==> config.mk <==
export PLATFORM = sky130hd
export DESIGN_NAME = ra_64x72_ctl
export DESIGN_NICKNAME = d
export VERILOG_FILES = /design/src/rtl/ra_64x72_ctl.sv
export SDC_FILE = /design/constraint.sdc
export NUM_CORES = 1
export LEC_CHECK = 0
export CORE_AREA = 2 2 106 108
export DETAILED_ROUTE_END_ITERATION = 12
export DIE_AREA = 0 0 108 110
export GPL_ROUTABILITY_DRIVEN = 0
export GPL_TIMING_DRIVEN = 1
export HOLD_SLACK_MARGIN = 0.08
export MAX_ROUTING_LAYER = met4
export PLACE_DENSITY = 0.61
export SLEW_MARGIN = 15
export SYNTH_ARGS = -nofsm -noshare
export SYNTH_HDL_FRONTEND = slang
export SYNTH_SLANG_ARGS = --single-unit
==> constraint.sdc <==
create_clock -name clk -period 1.83 [get_ports clk]
set_input_delay 0.366 -clock clk [delete_from_list [all_inputs] [get_ports clk]]
set_output_delay 0.366 -clock clk [all_outputs]
set_load 0.02 [all_outputs]
==> src/rtl/ra_64x72_ctl.sv <==
// ra_64x72_ctl: control for a 64-entry x 72-bit register array with two
// write clients sharing one array write port and two independent read ports.
// Optional power-up initialisation sweep is enabled by defining RA_CTL_INIT_EN;
// without it the block comes out of reset directly in normal service.
module ra_64x72_ctl #(
    parameter int RD_LAT = 2
) (
    input  logic        clk,
    input  logic        reset,
    input  logic        wr0_req,
    input  logic [5:0]  wr0_adr,
    input  logic [71:0] wr0_dat,
    output logic        wr0_gnt,
    input  logic        wr1_req,
    input  logic [5:0]  wr1_adr,
    input  logic [71:0] wr1_dat,
    output logic        wr1_gnt,
    input  logic        rd0_req,
    input  logic [5:0]  rd0_adr,
    output logic        rd0_rdy,
    output logic        rd0_vld,
    input  logic        rd1_req,
    input  logic [5:0]  rd1_adr,
    output logic        rd1_rdy,
    output logic        rd1_vld,
    output logic        init_done,
    output logic        ra_rd_enb_0,
    output logic [5:0]  ra_rd_adr_0,
    output logic        ra_rd_enb_1,
    output logic [5:0]  ra_rd_adr_1,
    output logic        ra_wr_enb_0,
    output logic [5:0]  ra_wr_adr_0,
    output logic [71:0] ra_wr_dat_0
);

    localparam int ADR_W  = 6;
    localparam int DATA_W = 72;

    logic              in_init;
    logic [ADR_W-1:0]  init_adr;
    logic              last_gnt1;
    logic              pick0;
    logic              pick1;
    logic              wr_any;
    logic [RD_LAT-1:0] vld0_sr;
    logic [RD_LAT-1:0] vld1_sr;

`ifdef RA_CTL_INIT_EN
    typedef enum logic {ST_INIT, ST_RUN} state_t;

    state_t           state;
    state_t           state_nxt;
    logic [ADR_W-1:0] init_cnt;
    logic [ADR_W-1:0] init_cnt_nxt;

    // State register and init sweep counter
    always_ff @(posedge clk or posedge reset) begin
        if (reset) begin
            state    <= ST_INIT;
            init_cnt <= '0;
        end else begin
            state    <= state_nxt;
            init_cnt <= init_cnt_nxt;
        end
    end

    // Next state: sweep every entry once, then switch to normal service
    always_comb begin
        state_nxt    = state;
        init_cnt_nxt = init_cnt;
        in_init      = 1'b0;
        case (state)
            ST_INIT: begin
                in_init      = 1'b1;
                init_cnt_nxt = init_cnt + 6'd1;
                if (init_cnt == 6'd63) begin
                    state_nxt = ST_RUN;
                end
            end
            default: begin
                in_init = 1'b0;
            end
        endcase
    end

    assign init_adr  = init_cnt;
    assign init_done = (state == ST_RUN);
`else
    assign in_init   = 1'b0;
    assign init_adr  = '0;
    assign init_done = 1'b1;
`endif

    // Round-robin winner: on contention the side not granted last time wins
    always_comb begin
        pick1 = wr1_req & (~wr0_req | ~last_gnt1);
        pick0 = wr0_req & ~pick1;
    end

    // Array write port: init sweep, granted client, or idle zeros
    always_comb begin
        wr0_gnt     = 1'b0;
        wr1_gnt     = 1'b0;
        ra_wr_enb_0 = 1'b0;
        ra_wr_adr_0 = '0;
        ra_wr_dat_0 = '0;
        if (!reset) begin
            if (in_init) begin
                ra_wr_enb_0 = 1'b1;
                ra_wr_adr_0 = init_adr;
            end else if (pick0) begin
                wr0_gnt     = 1'b1;
                ra_wr_enb_0 = 1'b1;
                ra_wr_adr_0 = wr0_adr;
                ra_wr_dat_0 = wr0_dat;
            end else if (pick1) begin
                wr1_gnt     = 1'b1;
                ra_wr_enb_0 = 1'b1;
                ra_wr_adr_0 = wr1_adr;
                ra_wr_dat_0 = wr1_dat;
            end
        end
    end

    assign wr_any = wr0_gnt | wr1_gnt;

    // Read acceptance: stall a read that targets the entry being written now
    always_comb begin
        rd0_rdy     = 1'b0;
        rd1_rdy     = 1'b0;
        ra_rd_enb_0 = 1'b0;
        ra_rd_enb_1 = 1'b0;
        ra_rd_adr_0 = '0;
        ra_rd_adr_1 = '0;
        if (!reset && !in_init) begin
            rd0_rdy = rd0_req & ~(wr_any & (ra_wr_adr_0 == rd0_adr));
            rd1_rdy = rd1_req & ~(wr_any & (ra_wr_adr_0 == rd1_adr));
        end
        ra_rd_enb_0 = rd0_req & rd0_rdy;
        ra_rd_enb_1 = rd1_req & rd1_rdy;
        if (ra_rd_enb_0) begin
            ra_rd_adr_0 = rd0_adr;
        end
        if (ra_rd_enb_1) begin
            ra_rd_adr_1 = rd1_adr;
        end
    end

    // Round-robin pointer: remembers the last granted client; starts favouring wr0
    always_ff @(posedge clk or posedge reset) begin
        if (reset) begin
            last_gnt1 <= 1'b1;
        end else if (wr0_gnt) begin
            last_gnt1 <= 1'b0;
        end else if (wr1_gnt) begin
            last_gnt1 <= 1'b1;
        end
    end

    // Read-valid delay lines, one per read port, RD_LAT stages deep
    always_ff @(posedge clk or posedge reset) begin
        if (reset) begin
            vld0_sr <= '0;
            vld1_sr <= '0;
        end else begin
            vld0_sr[0] <= ra_rd_enb_0;
            vld1_sr[0] <= ra_rd_enb_1;
            for (int i = 1; i < RD_LAT; i++) begin
                vld0_sr[i] <= vld0_sr[i-1];
                vld1_sr[i] <= vld1_sr[i-1];
            end
        end
    end

    assign rd0_vld = vld0_sr[RD_LAT-1];
    assign rd1_vld = vld1_sr[RD_LAT-1];

endmodule
# Word level (Yosys, flattened, before mapping)
# Cells that the tools add are included.
dict set report op_classes {
  reduce_logical 1
  add_sub_neg 0
  order_cmp 0
  div_mod_pow 0
  n_shift 0
  eq_ne 2
  mux 19
  bitwise_logic 15
  multipliers 0
}
# op count
set ops {}
lappend ops {{two-way mux 72 bit} 3}
lappend ops {{two-way mux 6 bit} 5}
lappend ops {{equality test 6 bit} 2}
lappend ops {{two-way mux 1 bit} 11}
lappend ops {{AND 1 bit} 8}
lappend ops {{inverter 1 bit} 5}
lappend ops {{OR 1 bit} 2}
lappend ops {{nonzero test 2 bit} 1}
dict set report totals {
  ram_bits 0
  ff_bits 5
  n_memories 0
  input_bits 174
  rom_bits 0
  output_inout_bits 100
  latchBits 0
}

# Depth between registers and ports, before layout
# Gate-level depths: netlist of run 1.
dict set report depth {
  word_depth 14
  mapped_depth 6
  depth_no_buf 5
}

# Worst setup path after synthesis of run 1
# No wires, ideal clock.
dict set report synth_path {
  kind {reg-to-output}
  startpoint {register last_gnt1}
  endpoint {output port ra_wr_dat_0[62]}
  t_required_ns 1.464
  t_arrival_ns 1.778
  path_stages_with_launch 6
  path_slack_ns -0.314
  cell_sequence {dfstp_2 nand2b_4 and3_1 buf_2 buf_1 a22o_1}
}
dict set report synth_via {
  elab_chain_cells 7
  word_cells_on_any_way 8
}
# element line
set synth_lines {}
lappend synth_lines {{start, declared} 41} ;# logic last_gnt1;
lappend synth_lines {{start signal, assigned} 152} ;# last_gnt1 <= 1'b1;
lappend synth_lines {{start signal, assigned} 154} ;# last_gnt1 <= 1'b0;
lappend synth_lines {{start signal, assigned} 156} ;# last_gnt1 <= 1'b1;
lappend synth_lines {{inverter 1 bit (*)} 96} ;# pick1 = wr1_req & (~wr0_req | ~last_gnt1);
lappend synth_lines {{OR 1 bit (*)} 96}
lappend synth_lines {{AND 1 bit (*)} 96}
lappend synth_lines {{inverter 1 bit} 97} ;# pick0 = wr0_req & ~pick1;
lappend synth_lines {{AND 1 bit} 97}
lappend synth_lines {{two-way mux 72 bit (*)} 111} ;# end else if (pick0) begin
lappend synth_lines {{two-way mux 72 bit (*)} 107} ;# if (!reset) begin
lappend synth_lines {{end, declared} 33} ;# output logic [71:0] ra_wr_dat_0
# Mark *: on every way between the ends. The rest lies on a longest branch, timed or not.

# Final worst setup path of run 1
dict set report layout_path {
  startpoint {register last_gnt1}
  endpoint {output port ra_rd_adr_0[5]}
}
dict set report layout_via {
  elab_chain_cells 14
  word_cells_on_any_way 21
}
# element line
set layout_lines {}
lappend layout_lines {{inverter 1 bit (*)} 96}
lappend layout_lines {{OR 1 bit (*)} 96}
lappend layout_lines {{AND 1 bit (*)} 96}
lappend layout_lines {{inverter 1 bit} 97}
lappend layout_lines {{AND 1 bit} 97}
lappend layout_lines {{two-way mux 6 bit / two-way mux 1 bit (equally long branches)} 111}
lappend layout_lines {{two-way mux 6 bit / two-way mux 1 bit (equally long branches)} 107}
lappend layout_lines {{equality test 6 bit / OR 1 bit (equally long branches)} {136, 125}}
lappend layout_lines {{AND 1 bit (*)} 136} ;# rd0_rdy = rd0_req & ~(wr_any & (ra_wr_adr_0 == rd0_adr));
lappend layout_lines {{inverter 1 bit (*)} 136}
lappend layout_lines {{AND 1 bit (*)} 136}
lappend layout_lines {{two-way mux 1 bit (*)} 135} ;# if (!reset && !in_init) begin
lappend layout_lines {{AND 1 bit (*)} 139} ;# ra_rd_enb_0 = rd0_req & rd0_rdy;
lappend layout_lines {{two-way mux 6 bit (*)} 141} ;# if (ra_rd_enb_0) begin
lappend layout_lines {{end, declared} 28} ;# output logic [5:0] ra_rd_adr_0,
# Marks and branches as above.

==> results.sh, run 1 <==
export IMPL_grt_ovfl_total=0
export IMPL_max_cap_violations=0
export IMPL_cp_arrival_ps=2140
export IMPL_start_util_pct=13.85
export IMPL_die_w_um=108
export IMPL_cts_root_buffer="clkbuf_8"
export IMPL_wl_per_cell_um=17.98
export IMPL_antenna_found_initial=0
export IMPL_clk_pin_slew_ps=40
export IMPL_grt_pass1_wl_mm=16.13
export IMPL_seq_area_frac_synth_pct=8.530
export IMPL_cp_required_ps=1460
export IMPL_die_area_mm2=0.01188
export IMPL_fin_crit_sh_pct=136.9
export IMPL_io_pins=274
export IMPL_cts_tree="built"
export IMPL_avgSynthCellArea_um2=8.370
export IMPL_worst_slack_ps=-675.6
export IMPL_violations="setup timing"
export IMPL_fmax_mhz=399.1
export IMPL_setup_violations=98
export IMPL_end_kind="primary output"
export IMPL_area_growth_pct=332.3
export IMPL_rsz0062_at_grt="yes"
export IMPL_hold_buffers=0
export IMPL_finalSetupTns_ps=-37450
export IMPL_num_vias=2908
export IMPL_fin_crit_ps=2506
export IMPL_synth_cell_types=27
export IMPL_cts_buffer_depth=2
export IMPL_netlist_instances=177
export IMPL_fillCellCount=840
export IMPL_place_inst=598
export IMPL_netlist_area_mm2=0.001481
export IMPL_vias_per_cell=4.373
export IMPL_fin_area_mm2=0.006405
export IMPL_post_dp_hpwl_mm=8.555
export IMPL_hold_path_class="flop to flop"
export IMPL_yosys_register_bits=5
export IMPL_finClkSkew_ps=1.170
export IMPL_core_area_mm2=0.01070
export IMPL_crit_path_start_kind="flop"
export IMPL_htreeDepth=1
export IMPL_antenna_cells=0
export IMPL_peakVddDrop_mv=0.4661
export IMPL_final_hold_viol_count=0
export IMPL_fp_dieH_um=110
export IMPL_std_cell_rows=38
export IMPL_cts_inserted_buffers=3
export IMPL_final_common_cell="clkdlybuf4s50_1"
export IMPL_finalMaxSlewViolations=0
export IMPL_status="finished with violations"
export IMPL_nets=700
export IMPL_routed_wl_mm=11.96
export IMPL_grt_pass1_vias=3008
export IMPL_drive_gt1_share_pct=58.86
export IMPL_powerDensity_mw_per_mm2=347.8
export IMPL_placed_area_mm2=0.005200
export IMPL_yosysWarnings=0
export IMPL_drt_pass1_iter_count=4
export IMPL_cts_sinks=5
export IMPL_p_leak_nw=2.903
export IMPL_detail_route_antenna_nets=0
export IMPL_insertion_delay_ps=220
export IMPL_crit_fanout=4
export IMPL_final_cell_mix="clkdlybuf4s50_1 (172), buf_6 (122), a22o_4 (68), buf_4 (29), buf_12 (15)"
export IMPL_worstSetupPathType="flop to primary output"
export IMPL_grt_usage_pct=17.80
export IMPL_io_buffers=272
export IMPL_grt_max_degree=17
export IMPL_route_detailed_drc=0
export IMPL_p_total_w=0.002228
export IMPL_synthesis_nets=351
export IMPL_drt_iter0_drc=55
export IMPL_instances_no_fill=665
[synth_stat cells (all sizes together)]
cell / number / area [um2]
nor4: 2 / 42.54
inv: 8 / 30.03
nor2b: 14 / 90.09
conb: 1 / 3.750
nand2b: 1 / 13.76
a22o: 72 / 630.6
dfstp: 1 / 26.28
a32oi: 6 / 120.1
xnor2: 12 / 105.1
dfrtp: 4 / 100.1
o21ai: 1 / 5.000
nor3: 2 / 32.53
clkbuf: 7 / 26.28
and3: 1 / 6.260
nand2: 12 / 45.04
buf: 14 / 81.33
a21o: 1 / 7.510
a21oi: 12 / 60.06
a21boi: 5 / 48.80
and2: 1 / 6.260
[through the flow]
| stage | hold slack [ps] | setup slack [ps] | util [%] |
|---|---|---|---|
| after detailed placement | 341.9 | -1272 | 48.61 |
| after floorplan | 254.1 | -252.6 | - |
| after CTS | 347.1 | -666.2 | 55.67 |
| after global routing | 372.6 | -755.7 | 59.87 |
| final | 346.9 | -675.6 | 59.87 |
| after global placement | 335.5 | -1212 | 48.61 |
[cell families (layout without fill, tap and decap cells)]
family	Yosys count	count (layout)	synth area share [%]
compound gates	97	97	58.87
xor+xnor	12	12	7.095
buf+inv	29	377	9.291
flops	5	5	8.531
other cells	1	1	0.2531
simple gates	33	33	15.96
[per-layer routing]
layer | wire (um) | up-vias | global-route usage [%]
li1 | - | 1396 | -
met1 | 4397 | 1361 | 19.97
met2 | 6517 | 145 | 33.96
met3 | 928 | 6 | 3.116
met4 | 116 | 0 | 2.106
met5 | 0 | - | -
[final timing paths]
check	startpoint	endpoint	slack, ps	depth (start not counted)
setup / recovery	last_gnt1$_DFFE_PP1P_	ra_rd_adr_0[5]	-680	8
hold / removal	vld0_sr[0]$_DFF_PP0_	vld0_sr[1]$_DFF_PP0_	350	0
setup reg to reg	last_gnt1$_DFFE_PP1P_	vld0_sr[0]$_DFF_PP0_	-150	8
hold reg to reg	vld0_sr[0]$_DFF_PP0_	vld0_sr[1]$_DFF_PP0_	350	0
max in group asynchronous	reset	last_gnt1$_DFFE_PP1P_	1180	5
min in group asynchronous	reset	vld0_sr[1]$_DFF_PP0_	460	5
[where the power goes]
part / internal (W) / total [W] / switching [W]
registers: 0.000121 / 0.000127 / 0.00000604
logic: 0.00117 / 0.00190 / 0.000729
clock network: 0.000149 / 0.000203 / 0.0000534
[worst max-delay path, stage by stage (launching register included)]
cell and delay [ps]:
dfstp_2 560, nand2b_4 180, buf_12 130, a32oi_4 130, xnor2_2 180, nor4_4 320
buf_4 190, a21oi_2 50, buf_4 150
[what timing repair did]
item,4_1_cts,5_1_grt
pin swaps,19,56
cloned,8,2
setup buffers,34,32
endpoints found under the setup margin,99,99
resized for setup,589,112
[area by class of cell]
class / instances / area (um2) / area share [%]
clock buffer: 4 / 45.04 / 0.7033
multi-input combinational: 143 / 2007 / 31.33
inverter: 8 / 30.03 / 0.4688
sequential: 5 / 126.4 / 1.973
timing repair buffer: 365 / 4021 / 62.79
tap: 140 / 175.2 / 2.735
[registers in the layout (all words and copies together) (netlist names)]
name	flops
vld1_sr	2
vld0_sr	2
last_gnt1	1
No activity file was read; power rests on OpenSTA's default activity.
==> inputs of run 2 (changes only) <==
--- a/config.mk
+++ b/config.mk
@@ -13,7 +13,6 @@
 export HOLD_SLACK_MARGIN = 0.08
 export MAX_ROUTING_LAYER = met4
 export PLACE_DENSITY = 0.61
-export SLEW_MARGIN = 15
 export SYNTH_ARGS = -nofsm -noshare
 export SYNTH_HDL_FRONTEND = slang
 export SYNTH_SLANG_ARGS = --single-unit
==> results of run 2 <==
Same layout as run 1: the final DEF is identical, and so are final timing and power.
==> inputs of run 3 (changes only) <==
--- a/config.mk
+++ b/config.mk
@@ -13,6 +13,7 @@
 export HOLD_SLACK_MARGIN = 0.08
 export MAX_ROUTING_LAYER = met4
 export PLACE_DENSITY = 0.61
+export RECOVER_POWER = 100
 export SYNTH_ARGS = -nofsm -noshare
 export SYNTH_HDL_FRONTEND = slang
 export SYNTH_SLANG_ARGS = --single-unit
==> run 3 against run 2 <==
Compared with the run above:
- the flow still finishes with violations (setup timing)
- via count about the same
- sequential share of layout area about the same
- sequential cell count did not move
- critical path depth unchanged
- clock power barely moved
- non-clock buffer count unchanged
- global-route usage unchanged
- clock skew is essentially flat
- final area fell by 0.33%
- die area is the same
- final cell count unchanged
- hold slack barely moved
- critical path type unchanged
- largest cell class unchanged
- highest routed layer unchanged
==> results.sh, run 3 (synthesis gave the netlist of run 1 again) <==
export IMPL_max_stage_delay_ps=560
export IMPL_setup_violations=98
export IMPL_hold_slack_ps=347.0
export IMPL_cts_buffer_depth=2
export IMPL_critPathLaunch="last_gnt1$_DFFE_PP1P_"
export IMPL_p_leak_nw=2.891
export IMPL_worstSetupPathType="flop to primary output"
export IMPL_fp_dieH_um=110
export IMPL_route_detailed_drc=0
export IMPL_crit_buf_inv=3
export IMPL_vias_per_cell=4.376
export IMPL_drt_pass1_iter_count=4
export IMPL_rsz0062_at_grt="yes"
export IMPL_htreeDepth=1
export IMPL_std_cell_rows=38
export IMPL_timing_critical_path_cells="nand2b_4 > buf_12 > a32oi_4 > xnor2_2 > nor4_4 > buf_4 > a21oi_2 > buf_4"
export IMPL_die_w_um=108
export IMPL_grt_usage_pct=17.80
export IMPL_cp_top_family="flip-flops"
export IMPL_cts_sinks=5
export IMPL_r2r_start="last_gnt1$_DFFE_PP1P_"
export IMPL_clk_pin_slew_ps=40
export IMPL_core_area_mm2=0.01070
export IMPL_hold_path_startpoint="vld0_sr[0]$_DFF_PP0_"
export IMPL_antenna_cells=0
export IMPL_final_cell_mix="clkdlybuf4s50_1 (170), buf_6 (121), a22o_4 (68), buf_4 (27), buf_12 (14)"
export IMPL_hold_buffers=0
export IMPL_nets=700
export IMPL_cp_required_ps=1460
export IMPL_hold_path_class="flop to flop"
export IMPL_drt_iter0_drc=60
export IMPL_cts_root_buffer="clkbuf_8"
export IMPL_grt_max_degree=17
export IMPL_finalMaxSlewViolations=0
export IMPL_num_vias=2910
export IMPL_detail_route_antenna_nets=0
export IMPL_status="finished with violations"
export IMPL_crit_fanout=4
export IMPL_die_area_mm2=0.01188
export IMPL_drive_gt1_share_pct=58.10
export IMPL_final_hold_viol_count=0
export IMPL_critPathSlowestCell="dfstp_2"
export IMPL_violations="setup timing"
export IMPL_post_dp_hpwl_mm=8.555
export IMPL_grt_ovfl_total=0
export IMPL_powerDensity_mw_per_mm2=347.8
export IMPL_end_kind="primary output"
export IMPL_insertion_delay_ps=220
export IMPL_utilization_pct=59.67
export IMPL_io_pins=274
export IMPL_max_cap_violations=0
export IMPL_grt_pass1_vias=3008
export IMPL_antenna_found_initial=0
export IMPL_largestRegisters="vld0_sr (2), vld1_sr (2), last_gnt1 (1)"
export IMPL_final_common_cell="clkdlybuf4s50_1"
export IMPL_crit_top_cell="buf_4"
export IMPL_cp_arrival_ps=2140
export IMPL_start_util_pct=13.85
export IMPL_crit_path_start_kind="flop"
export IMPL_cts_inserted_buffers=3
export IMPL_worst_slack_ps=-676.0
export IMPL_fin_crit_ps=2506
export IMPL_io_buffers=272
export IMPL_cts_tree="built"
export IMPL_fmax_mhz=399.0
export IMPL_wl_per_cell_um=17.97
export IMPL_dp_slack_ps=-1272
export IMPL_peakVddDrop_mv=0.4880
export IMPL_area_growth_pct=330.9
export IMPL_routed_wl_mm=11.95
export IMPL_finClkSkew_ps=1.140
export IMPL_finalSetupTns_ps=-44520
export IMPL_fin_crit_sh_pct=136.9
export IMPL_grt_pass1_wl_mm=16.13
## run 3: cell count changes in the layout (fill, tap and decap cells not counted), moves of 2 or more
cell / delta
clkbuf_1: +4
buf_4: -2
clkdlybuf4s50_1: -2
dlygate4sd3_1: +2
## run 3: final timing paths
check	to	slack [ps]	cells past startpoint
worst max register to register	vld0_sr[0]$_DFF_PP0_	-150	8
worst min-delay path	vld0_sr[1]$_DFF_PP0_	350	0
min in group asynchronous	vld0_sr[1]$_DFF_PP0_	530	5
worst min register to register	vld0_sr[1]$_DFF_PP0_	350	0
worst max-delay path	ra_rd_adr_0[5]	-680	8
max in group asynchronous	last_gnt1$_DFFE_PP1P_	1040	5
## run 3: worst register-to-register path, cell delays in order (launching register included)
cell and delay, ps:
dfstp_2 560, nand2b_4 180, buf_12 130, a32oi_4 140, xnor2_2 180, nor4_4 330
buf_4 170, a21boi_4 60, buf_6 120
## run 3: cell type report
cell class                      instances  area (um2)
Fill cell                             843        4314
Timing Repair Buffer                  365        4000
Clock buffer                            4       45.04
Tap cell                              140       175.2
Sequential cell                         5       126.4
Multi-Input combinational cell        143        2007
Inverter                                8       30.03
## run 3: power breakdown
| group | switching, W | internal, W | total (W) |
|---|---|---|---|
| registers | 0.00000598 | 0.000121 | 0.000127 |
| logic | 0.000729 | 0.00116 | 0.00189 |
| clock network | 0.0000533 | 0.000149 | 0.000203 |
| total | 0.000788 | 0.00143 | 0.00222 |
## run 3: repair_timing
action	CTS	global route
setup endpoints to repair	99	99
buffers inserted	34	32
cloned	8	2
pin swaps	19	56
gates resized for setup	589	112
## run 3: per-stage QoR
stage	cell area [um2]	power [W]	cells
2_1_floorplan	2142	0.0008243	177
3_3_place_gp	5200	0.001629	598
3_5_place_dp	5200	0.001641	598
4_1_cts	5956	0.002107	643
5_1_grt	6384	0.002325	665
6_report	6384	0.002220	665
## run 3: routing by layer
layer	up-vias	global-route usage, %	part of all wire (%)
met5	-	-	0
met3	6	3.116	7.8
met4	0	2.106	0.97
li1	1395	-	-
met2	145	33.96	54
met1	1364	19.97	37
